## config.mk

```make
export PLATFORM = sky130hd
export DESIGN_NAME = pipe_stage_buf
export DESIGN_NICKNAME = d
export VERILOG_FILES = /design/src/rtl/pipe_stage_buf.sv
export SDC_FILE = /design/constraint.sdc
export NUM_CORES = 1
export LEC_CHECK = 0
export ABC_AREA = 1
export BUFFER_PORTS_ARGS = -buffer_cell sky130_fd_sc_hd__clkbuf_2
export CAP_MARGIN = 20
export CORE_ASPECT_RATIO = 0.75
export CORE_MARGIN = 2
export CORE_UTILIZATION = 40
export CTS_BUF_LIST = sky130_fd_sc_hd__clkbuf_4 sky130_fd_sc_hd__clkbuf_8 sky130_fd_sc_hd__clkbuf_16
export CTS_CLUSTER_DIAMETER = 40
export DETAILED_ROUTE_END_ITERATION = 8
export PLACE_DENSITY = 0.72
export SLEW_MARGIN = 10
export SYNTH_ARGS = -nofsm -noshare
export SYNTH_HDL_FRONTEND = slang
export SYNTH_SLANG_ARGS = --single-unit
```

## constraint.sdc

```tcl
create_clock -name clk -period 2.5 [get_ports clk]
set_clock_uncertainty 0.2 [all_clocks]
set_input_delay 0.625 -clock clk [delete_from_list [all_inputs] [get_ports clk]]
set_output_delay 0.625 -clock clk [all_outputs]
set_load 0.005 [all_outputs]
```

## src/rtl/pipe_stage_buf.sv

```systemverilog
// pipe_stage_buf: parametrised pipeline stage register with a valid/ready
// handshake, a 2-entry skid buffer for stall back-pressure, and a
// synchronous flush that turns the stage into a bubble.
// Optional statistics counters are enabled by defining PIPE_STAGE_BUF_STATS_EN.
module pipe_stage_buf #(
  parameter int                 CTRL_W   = 10,
  parameter int                 DATA_W   = 128,
  parameter logic [CTRL_W-1:0]  CTRL_NOP = '0
) (
  input  logic              clk,
  input  logic              rst,
  input  logic              flush,
  input  logic              in_valid,
  output logic              in_ready,
  input  logic [CTRL_W-1:0] in_ctrl,
  input  logic [DATA_W-1:0] in_data,
  output logic              out_valid,
  input  logic              out_ready,
  output logic [CTRL_W-1:0] out_ctrl,
  output logic [DATA_W-1:0] out_data
`ifdef PIPE_STAGE_BUF_STATS_EN
  ,
  output logic [31:0]       stall_cycles,
  output logic [15:0]       flush_drops
`endif
);

  // EMPTY: nothing held; ONE: main holds a beat; FULL: main and skid hold beats.
  typedef enum logic [1:0] {
    EMPTY = 2'd0,
    ONE   = 2'd1,
    FULL  = 2'd2
  } state_t;

  state_t            stateReg;
  state_t            stateNext;
  logic [CTRL_W-1:0] mainCtrlReg;
  logic [DATA_W-1:0] mainDataReg;
  logic [CTRL_W-1:0] skidCtrlReg;
  logic [DATA_W-1:0] skidDataReg;

  logic mainValid;
  logic skidValid;
  logic inFire;
  logic outFire;
  logic loadMainIn;
  logic loadMainSkid;
  logic loadSkid;

  // Valid bits follow directly from the state encoding; in_ready depends on
  // state only so there is no combinational path from out_ready.
  assign mainValid = (stateReg == ONE) || (stateReg == FULL);
  assign skidValid = (stateReg == FULL);
  assign in_ready  = (stateReg != FULL);
  assign inFire    = in_valid & in_ready;
  assign outFire   = mainValid & out_ready;

  assign out_valid = mainValid;
  assign out_ctrl  = mainValid ? mainCtrlReg : CTRL_NOP;
  assign out_data  = mainDataReg;

  // Next-state and register-load decode; flush overrides every transition.
  always_comb begin
    stateNext    = stateReg;
    loadMainIn   = 1'b0;
    loadMainSkid = 1'b0;
    loadSkid     = 1'b0;
    case (stateReg)
      EMPTY: begin
        if (inFire) begin
          stateNext  = ONE;
          loadMainIn = 1'b1;
        end
      end
      ONE: begin
        if (inFire && outFire) begin
          loadMainIn = 1'b1;
        end else if (inFire) begin
          stateNext = FULL;
          loadSkid  = 1'b1;
        end else if (outFire) begin
          stateNext = EMPTY;
        end
      end
      FULL: begin
        if (outFire) begin
          stateNext    = ONE;
          loadMainSkid = 1'b1;
        end
      end
      default: stateNext = EMPTY;
    endcase
    // Squashed beats are simply forgotten; data registers may keep stale values.
    if (flush) begin
      stateNext    = EMPTY;
      loadMainIn   = 1'b0;
      loadMainSkid = 1'b0;
      loadSkid     = 1'b0;
    end
  end

  // State and payload registers; reset clears everything so outputs are never X.
  always_ff @(posedge clk) begin
    if (rst) begin
      stateReg    <= EMPTY;
      mainCtrlReg <= '0;
      mainDataReg <= '0;
      skidCtrlReg <= '0;
      skidDataReg <= '0;
    end else begin
      stateReg <= stateNext;
      if (loadMainIn) begin
        mainCtrlReg <= in_ctrl;
        mainDataReg <= in_data;
      end else if (loadMainSkid) begin
        mainCtrlReg <= skidCtrlReg;
        mainDataReg <= skidDataReg;
      end
      if (loadSkid) begin
        skidCtrlReg <= in_ctrl;
        skidDataReg <= in_data;
      end
    end
  end

`ifdef PIPE_STAGE_BUF_STATS_EN
  logic [1:0]  dropCount;
  logic [16:0] dropSum;

  // Beats destroyed by a flush: a main beat not taken downstream this cycle,
  // the skid beat, and an incoming beat accepted in the flush cycle.
  always_comb begin
    dropCount = 2'd0;
    if (flush) begin
      dropCount = {1'b0, mainValid & ~outFire} + {1'b0, skidValid} + {1'b0, inFire};
    end
    dropSum = {1'b0, flush_drops} + {15'd0, dropCount};
  end

  // Saturating statistics counters.
  always_ff @(posedge clk) begin
    if (rst) begin
      stall_cycles <= '0;
      flush_drops  <= '0;
    end else begin
      if (mainValid && !out_ready && (stall_cycles != 32'hFFFF_FFFF)) begin
        stall_cycles <= stall_cycles + 32'd1;
      end
      flush_drops <= dropSum[16] ? 16'hFFFF : dropSum[15:0];
    end
  end
`endif

endmodule
```

==> run summary, run 1 <==
The flow ran to the end, and the final reports show no timing, DRC or antenna violations. The power density of the placed cells is 778.8 mW/mm2. The worst endpoint required time came out at 1.67 ns. The sequential share of power came out at 38.4%. In this run, distinct cell masters in the synthesized netlist total 19.

The starting density of the core is 40.44%. The tightest slew margin relative to the limit is 52.91%. The worst path in the final design needs a cycle of 2.412 ns, including I/O delays and setup.

The nature of the critical path endpoint is a primary output. The peak ir drop on the vdd network came out at 0.5443 mV. The multi-input combinational cells in the finished layout cover a total of 0.005276 mm2.

The final critical path takes up 96.47% of the cycle. The die is 157.6 um tall. Routability-driven placement finished with a final weighted congestion of 0.8227. The post-synthesis cell area came out at 0.01258 mm2. The total net switching power is 3.161 mW. The via count normalized by instance count came out at 5.038. The fraction of layout instances using a drive strength above 1 is 19.43%. For this run, the register share of the synthesized area comes to 44.23%. A synthesized cell averages 6.739 um2. Walking the worst path, the cells encountered are inv_2 -> ha_4 -> buf_8 -> nand2_1 -> inv_1 -> clkbuf_2. Max-cap violations in this run came to 0. The final number of max-transition violations is 0.

The first global-routing pass estimated 58,820 um of wire. The average detailed-routed wire length per instance is 14.61 um. The initial antenna violation count came out at 2. The stage delay of the slowest cell on the critical path is 0.37 ns. The I/O pin count is 283. The horizontal extent of the die came out at 208.8 um.

The launch instance of the worst min-delay path is in_ctrl[2]. Once placement completed, the tool counted placed cells totaling 2,437. In this run, CTS created clock tree buffers numbering 43. The core region area is 0.03111 mm2.

The tree is rooted in a clkbuf_16. The most critical setup path has its startpoint at stateReg[1]. The via count of the first global-routing pass came out at 11.57k.

The final sum of negative setup slack came out at 0 ns. The number of failing setup endpoints in the final timing report came out at 0. The final number of hold-violating endpoints is 0. Synthesis inferred 278 register bits. The nature of the critical path startpoint is a register. The number of I/O port buffers came out at 282. The instance count of the mapped netlist is 1,867. The clock network fraction of design power is 51.5%. The timing-limited maximum frequency is 414.6 MHz. Once the clock tree was built, the setup fixing pass inserted 0 buffers. The number of nets in the layout is 2,225. The number of optimization iterations in the first detailed-route pass is 5. The total global routing track utilization came out at 21.83%. Leaving out fill and tap cells, the most frequent cell in the layout is nand2_1. Leaving out fill and tap cells, the most frequent cells in the layout are nand2_1 (430), inv_1 (289), clkbuf_2 (281). The clock tree buffer depth is 3. The slowest stage of the critical path is the dfxtp_4 cell. Setup repair after global routing left no endpoint under its margin. The via count is 12.68k. The arrival time of the worst setup path came out at 1.59 ns.

The slew at the pin with the worst max-slew slack came out at 0.7064 ns. The net count after synthesis came out at 2,015. In this run switching power makes up 25.34% of total power. The kind of path behind the tightest hold check is in2reg. The number of synthesis warnings came out at 0. The fill cell total of the finished layout came out at 3,004.

The biggest fanout along the worst timing path is 6. The category of the most critical setup path is reg2out. In the routed design, unresolved DRC markers number 0. The area added between synthesis and finish came out at 27.32%. The sequential cells in the finished layout cover a total of 0.005570 mm2. The worst register-to-register path begins at stateReg[1]. At the later pin of the worst-skew pair, clock insertion delay measures 0.54 ns. The pin count of the biggest net entering global routing came out at 140. The internal power of the cells came out at 9.314 mW. The part of the power in combinational logic came out at 10.1%. The number of sinks handled by clock tree synthesis is 278. The hold buffer count at cts came out at 0.

The maximum level of the CTS H-tree is 2. Counting both buffers and inverters, the worst setup path holds a total of 4. The number of core rows came out at 56. The final layout contains routed wiring with a total length of 36,770 um. The overall die area came out at 0.03291 mm2. Once detail routing completed, the nets flagged for antenna violations numbered 0. After clock tree synthesis, the clock-pin slew on the worst setup and hold paths is 0.06 ns. The filler-free cell count of the finished design is 2,517. The reported leakage power came out at 7.528 nW. TritonCTS built the clock tree. The kind of cell adding the most delay to the critical path is flip-flops. The total global routing overflow is 0.

The final HPWL from detailed placement is 22,140 um. The number of violations reported at the end of detailed-routing iteration 0 is 1,000.
path summary, 6_finish.rpt:
check,to,slack (ns),cells after the start
worst max-delay path,out_ctrl[2],0.09,6
worst min-delay path,skidCtrlReg[2],0.18,3
worst max register to register,out_data[110],0.20,8
worst min register to register,skidDataReg[8],0.24,2
sequential cells by signal, indices dropped and copies added (netlist names):
signal	flops
stateReg	2
mainCtrlReg	10
out_data	128
skidCtrlReg	10
skidDataReg	128
power groups by stage:
stage | clock network, mW | registers, mW | logic [mW]
after floorplan | 0 | 4.87 | 0.695
after global placement | 0 | 4.88 | 1.22
after detailed placement | 0 | 4.89 | 1.24
after CTS | 6.57 | 4.79 | 1.25
after global routing | 6.78 | 4.82 | 1.42
final | 6.42 | 4.80 | 1.26
final cells by class:
cell class / instances / share of cell area [%]
diodes: 1 / 0.01562
clock buffers: 49 / 7.076
clock inverters: 29 / 2.593
inverters: 296 / 6.983
multi-input cells: 1142 / 32.94
flip-flops and latches: 278 / 34.77
well taps: 406 / 3.171
repair buffers: 316 / 12.45
synth_stat cells:
master | n | area (um2)
nor3_1 | 1 | 5.000
a21boi_0 | 1 | 7.510
dfxtp_1 | 278 | 5565
inv_1 | 294 | 1104
buf_4 | 6 | 45.04
buf_2 | 63 | 315.3
inv_2 | 2 | 7.510
o21ai_0 | 119 | 595.6
nand2_1 | 430 | 1614
nor3_4 | 1 | 16.27
nand3_1 | 279 | 1396
nor2_1 | 4 | 15.01
buf_1 | 5 | 18.77
nand2_2 | 3 | 18.77
clkbuf_1 | 77 | 289.0
nand3_2 | 2 | 20.02
a21oi_1 | 277 | 1386
ha_1 | 5 | 62.56
o21ai_1 | 20 | 100.1
worst min-delay path, stage by stage:
cell,delay (ns)
clkbuf_2,0.09
o21ai_1,0.06
a21oi_1,0.10
layer usage:
layer  global-route usage [%]  vias up  share of wire (%)
met2                    35.49      432                 45
met1                    29.09     5820                 45
met4                    7.279        0                2.5
li1                         -     6367                  -
met3                    4.503       62                7.3
met5                        0        -                  0
logic make-up after synthesis:
group | Yosys count | share of synthesized area, %
AO/OA/AOI/OAI | 417 | 16.61
adder cells (fa/ha/maj) | 5 | 0.4972
buffers and inverters | 447 | 14.14
flip-flops | 278 | 44.23
AND/OR/NAND/NOR | 720 | 24.52
metrics by stage:
| step | instance area (um2) | total power, mW | util [%] | hold WS (ns) | setup WS, ns |
|---|---|---|---|---|---|
| 3_5_place_dp | 14420 | 6.127 | 46.34 | 0.2343 | 0.1489 |
| 5_1_grt | 16020 | 13.02 | 51.49 | 0.1781 | 0.001713 |
| 6_report | 16020 | 12.48 | 51.49 | 0.1777 | 0.08827 |
| 3_3_place_gp | 14420 | 6.098 | 46.34 | 0.2299 | 0.2297 |
| 2_1_floorplan | 12580 | 5.567 | - | 0.2237 | 0.5048 |
| 4_1_cts | 15980 | 12.62 | 51.38 | 0.1421 | 0.01223 |
timing repair:
| item | in CTS | in global routing |
|---|---|---|
| hold endpoints to repair | 0 | 0 |
| resized for setup | 4 | 4 |
| pin swaps | 0 | 1 |
| endpoints found under the setup margin | 11 | 10 |
| gates cloned | 0 | 1 |
Power figures use the tool's default switching activity.
==> inputs of run 2 (changes only) <==
- CTS_BUF_LIST: sky130_fd_sc_hd__clkbuf_4 sky130_fd_sc_hd__clkbuf_8 sky130_fd_sc_hd__clkbuf_16 -> sky130_fd_sc_hd__clkbuf_4
==> run 2 against run 1 <==
Effect of this change:
- the flow now finishes with violations (setup timing)
- final cell count increased by 6.2%
- combinational power increased by 11%
- clock power decreased by 37%
- count of clock-buffer cells in the layout increased by 56
- fmax decreased by 4.2%
- worst hold slack got worse by 0.10 ns
- non-clock buffer count increased by 106
- sequential power about the same
- global-route usage increased by 0.85 points
- setup slack got worse by 0.10 ns
- sequential cell count unchanged
- critical path type unchanged
- highest routed layer unchanged
==> run summary, run 2 (synthesis gave the netlist of run 1 again) <==
The total global routing track utilization is 22.68%. In this run the worst hold path is classified as in2reg. The switching power as a share of total power came out at 27.56%. Adding up every negative setup slack in the final design gives -0.07322 ns.

Measured along the x axis, the die boundary spans 208.8 um. The post-route DRC violation count came out at 0. The minimum clock period after layout is 2.516 ns. Summed over all cells, the static leakage comes to 7.775 nW. The number of nets in the layout is 2,363. The area added between synthesis and finish came out at 31.15%.

The core region area came out at 0.03111 mm2. The most frequent standard cell in the layout excluding fill and tap cells is nand2_1. The clock network fraction of design power is 39.4%. The worst setup path is captured at a primary output. The via count of the first global-routing pass was 12.24k. The critical path goes through inv_2 -> ha_4 -> buf_8 -> nand2_2 -> inv_2 -> clkbuf_2. The launch instance of the worst min-delay path is in_data[108]. For this run, the top clock speed supported by timing is 397.4 MHz. The placer congestion estimate came out at 0.8227. The clock input transition at the sequential cells of the worst setup and hold paths is 0.06 ns. The global-route wire length before repair is 60,950 um. The highest layer touched by signal routing is met4. The total power consumption of the routed design came out at 10.22 mW.

The max-capacitance violation count came out at 0. For this block, the initial DRC count from the detailed router was 998. The y dimension of the die came out at 157.6 um. The number of placed instances, taps included came out at 2,437. The total buffers and inverters traversed by the critical path is 4. The slowest stage of the critical path belongs to the cell dfxtp_2. The peak ir drop on the vdd network came out at 0.3719 mV. STA classifies the critical path startpoint as a register. The part of the power in combinational logic came out at 13.7%. The number of core rows came out at 56. Setup repair after global routing could not meet its margin everywhere. The die covers 0.03291 mm2. The placed instance area came out at 0.01442 mm2. Excluding fillers, the count of instances in the completed layout stands at 2,672. The wire-length estimate of the detail-placed layout is 22,140 um.

The average detailed-routed wire length per instance is 14.40 um. The pin count of the biggest net entering global routing came out at 140. The total clock buffers created by CTS is 75. The number of optimization iterations in the first detailed-route pass came out at 6.

The category of the most critical setup path is reg2out. The register-to-register path setup slack came out at 0.17 ns. The cell sitting at the root of the clock tree is a clkbuf_4. The final reports fail on setup timing. Using the TritonRoute via totals, the vias-per-cell ratio works out to 4.967.

The via count is 13.27k. The initial antenna violation count is 1. The sequential share of power is 46.9%.

The slew at the pin with the worst max-slew slack came out at 0.7076 ns. Setup violations remaining at the end of the flow were counted as 7. For this run the aggregate overflow at the end of global routing stands at 0. At the worst endpoint, the arrival time is 1.69 ns. The start of the worst register-to-register path is stateReg[0].

For this design, the sink count on the clock tree is 278. The worst hold path passes through 3 cells. In this run the remaining antenna-violating nets after routing total 0.

The worst path uses 100.6% of the clock period. The total net switching power came out at 2.818 mW. The endpoint identified for the worst register-to-register timing path is out_data[105]. The starting density of the core is 40.44%.

In the layout the commonest cells are nand2_1 (420), inv_1 (281), nand3_1 (279). The worst endpoint required time is 1.67 ns. The maximum level of the CTS H-tree is 3. The kind of cell adding the most delay to the critical path is flip-flops. Summed over all nets, wire length on met2 after detailed routing comes to 17,890 um. The final number of max-transition violations came out at 0.

Final hold analysis gives a worst-case slack of 0.07699 ns. With fillers left out, the area of the finished cells amounts to 0.01650 mm2. The worst path setup slack after routing is -0.01625 ns.

The I/O pin count is 283. The most numerous cell on the critical path is inv_2. The total wire length after detailed routing came out at 38,480 um. TritonCTS built the clock tree. The biggest fanout along the worst timing path is 6. Cell internal power was estimated by the tool at 7.406 mW. For this design the ratio of total power to cell area is 619.5 mW/mm2.

The worst-case reg-to-reg path depth is 10. Input and output buffers added on the ports amount to 282. The stage delay of the slowest cell on the critical path is 0.34 ns. The run finished, with violations left. The tightest slew margin relative to the limit is 52.83%. At the later pin of the worst-skew pair, clock insertion delay measures 0.67 ns.

The post-route netlist has 20.76% of its cells at a drive strength greater than 1. The routed length on met3 came out at 2801 um. The final number of hold-violating endpoints came out at 0. The worst hold endpoint is skidDataReg[108]. The clock passes through at most 3 buffers. For this block, wires on met1 add up to 16,970 um.
==> run 2: cell count changes in the layout (fill, tap and decap cells not counted), moves of 4 or more <==
cell / delta
clkinv_1: +14
nand2_2: +9
nand2_1: -10
clkbuf_2: -5
inv_1: -8
inv_6: -11
buf_6: +4
clkbuf_4: +101
inv_2: +9
buf_4: +6
dlygate4sd3_1: +99
clkinv_4: -4
bufinv_16: -6
clkbuf_16: -44
==> run 2: stage by stage <==
stage / util (%) / setup WS [ns]
final: 53.04 / -0.01625
after global placement: 46.34 / 0.2297
after floorplan: - / 0.5048
after global routing: 53.03 / -0.1722
after detailed placement: 46.34 / 0.1489
after CTS: 52.74 / -0.09280
==> run 2: what timing repair did <==
action / in CTS / in global routing
endpoints found under the setup margin: 12 / 17
hold endpoints to repair: 98 / 1
pin swaps: 7 / 2
resized for setup: 15 / 20
buffers inserted: 5 / 2
hold buffers: 98 / 1
gates cloned: 1 / 0
==> run 2: worst max-delay path by stage <==
stage	start	to	slack, ns	cells after the start
after floorplan	stateReg[1]	out_ctrl[0]	0.50	5
final	stateReg[0]	out_ctrl[5]	-0.02	6
after CTS	stateReg[0]	out_ctrl[5]	-0.09	6
after detailed placement	stateReg[1]	out_data[40]	0.15	8
after global routing	stateReg[0]	out_ctrl[4]	-0.17	6
after global placement	stateReg[1]	out_data[66]	0.23	8
==> run 2: routing by layer <==
layer | up-vias | GRT usage, %
li1 | 6650 | -
met1 | 6062 | 28.71
met2 | 499 | 37.84
met3 | 62 | 5.098
met4 | 0 | 8.912
met5 | - | 0
==> run 2: final cells by class <==
class	count	area (um2)
fill	2950	14610
sequential	278	5568
multi-input combinational	1142	5319
timing repair buffer	422	3055
inverter	296	1119
clock buffer	105	788.3
tap	406	508.0
clock inverter	21	138.9
antenna	2	5.005
==> run 2: power by group through the flow <==
stage | clock, mW | combinational, mW | sequential, mW
finish | 4.03 | 1.40 | 4.79
global route | 4.43 | 1.57 | 4.82
CTS | 4.17 | 1.38 | 4.79
detailed placement | 0 | 1.24 | 4.89
global placement | 0 | 1.22 | 4.88
floorplan | 0 | 0.695 | 4.87
==> run 2: worst min-delay path, cell delays in order <==
cell	delay, ns
clkbuf_2	0.09
o21ai_0	0.08
a21oi_1	0.11
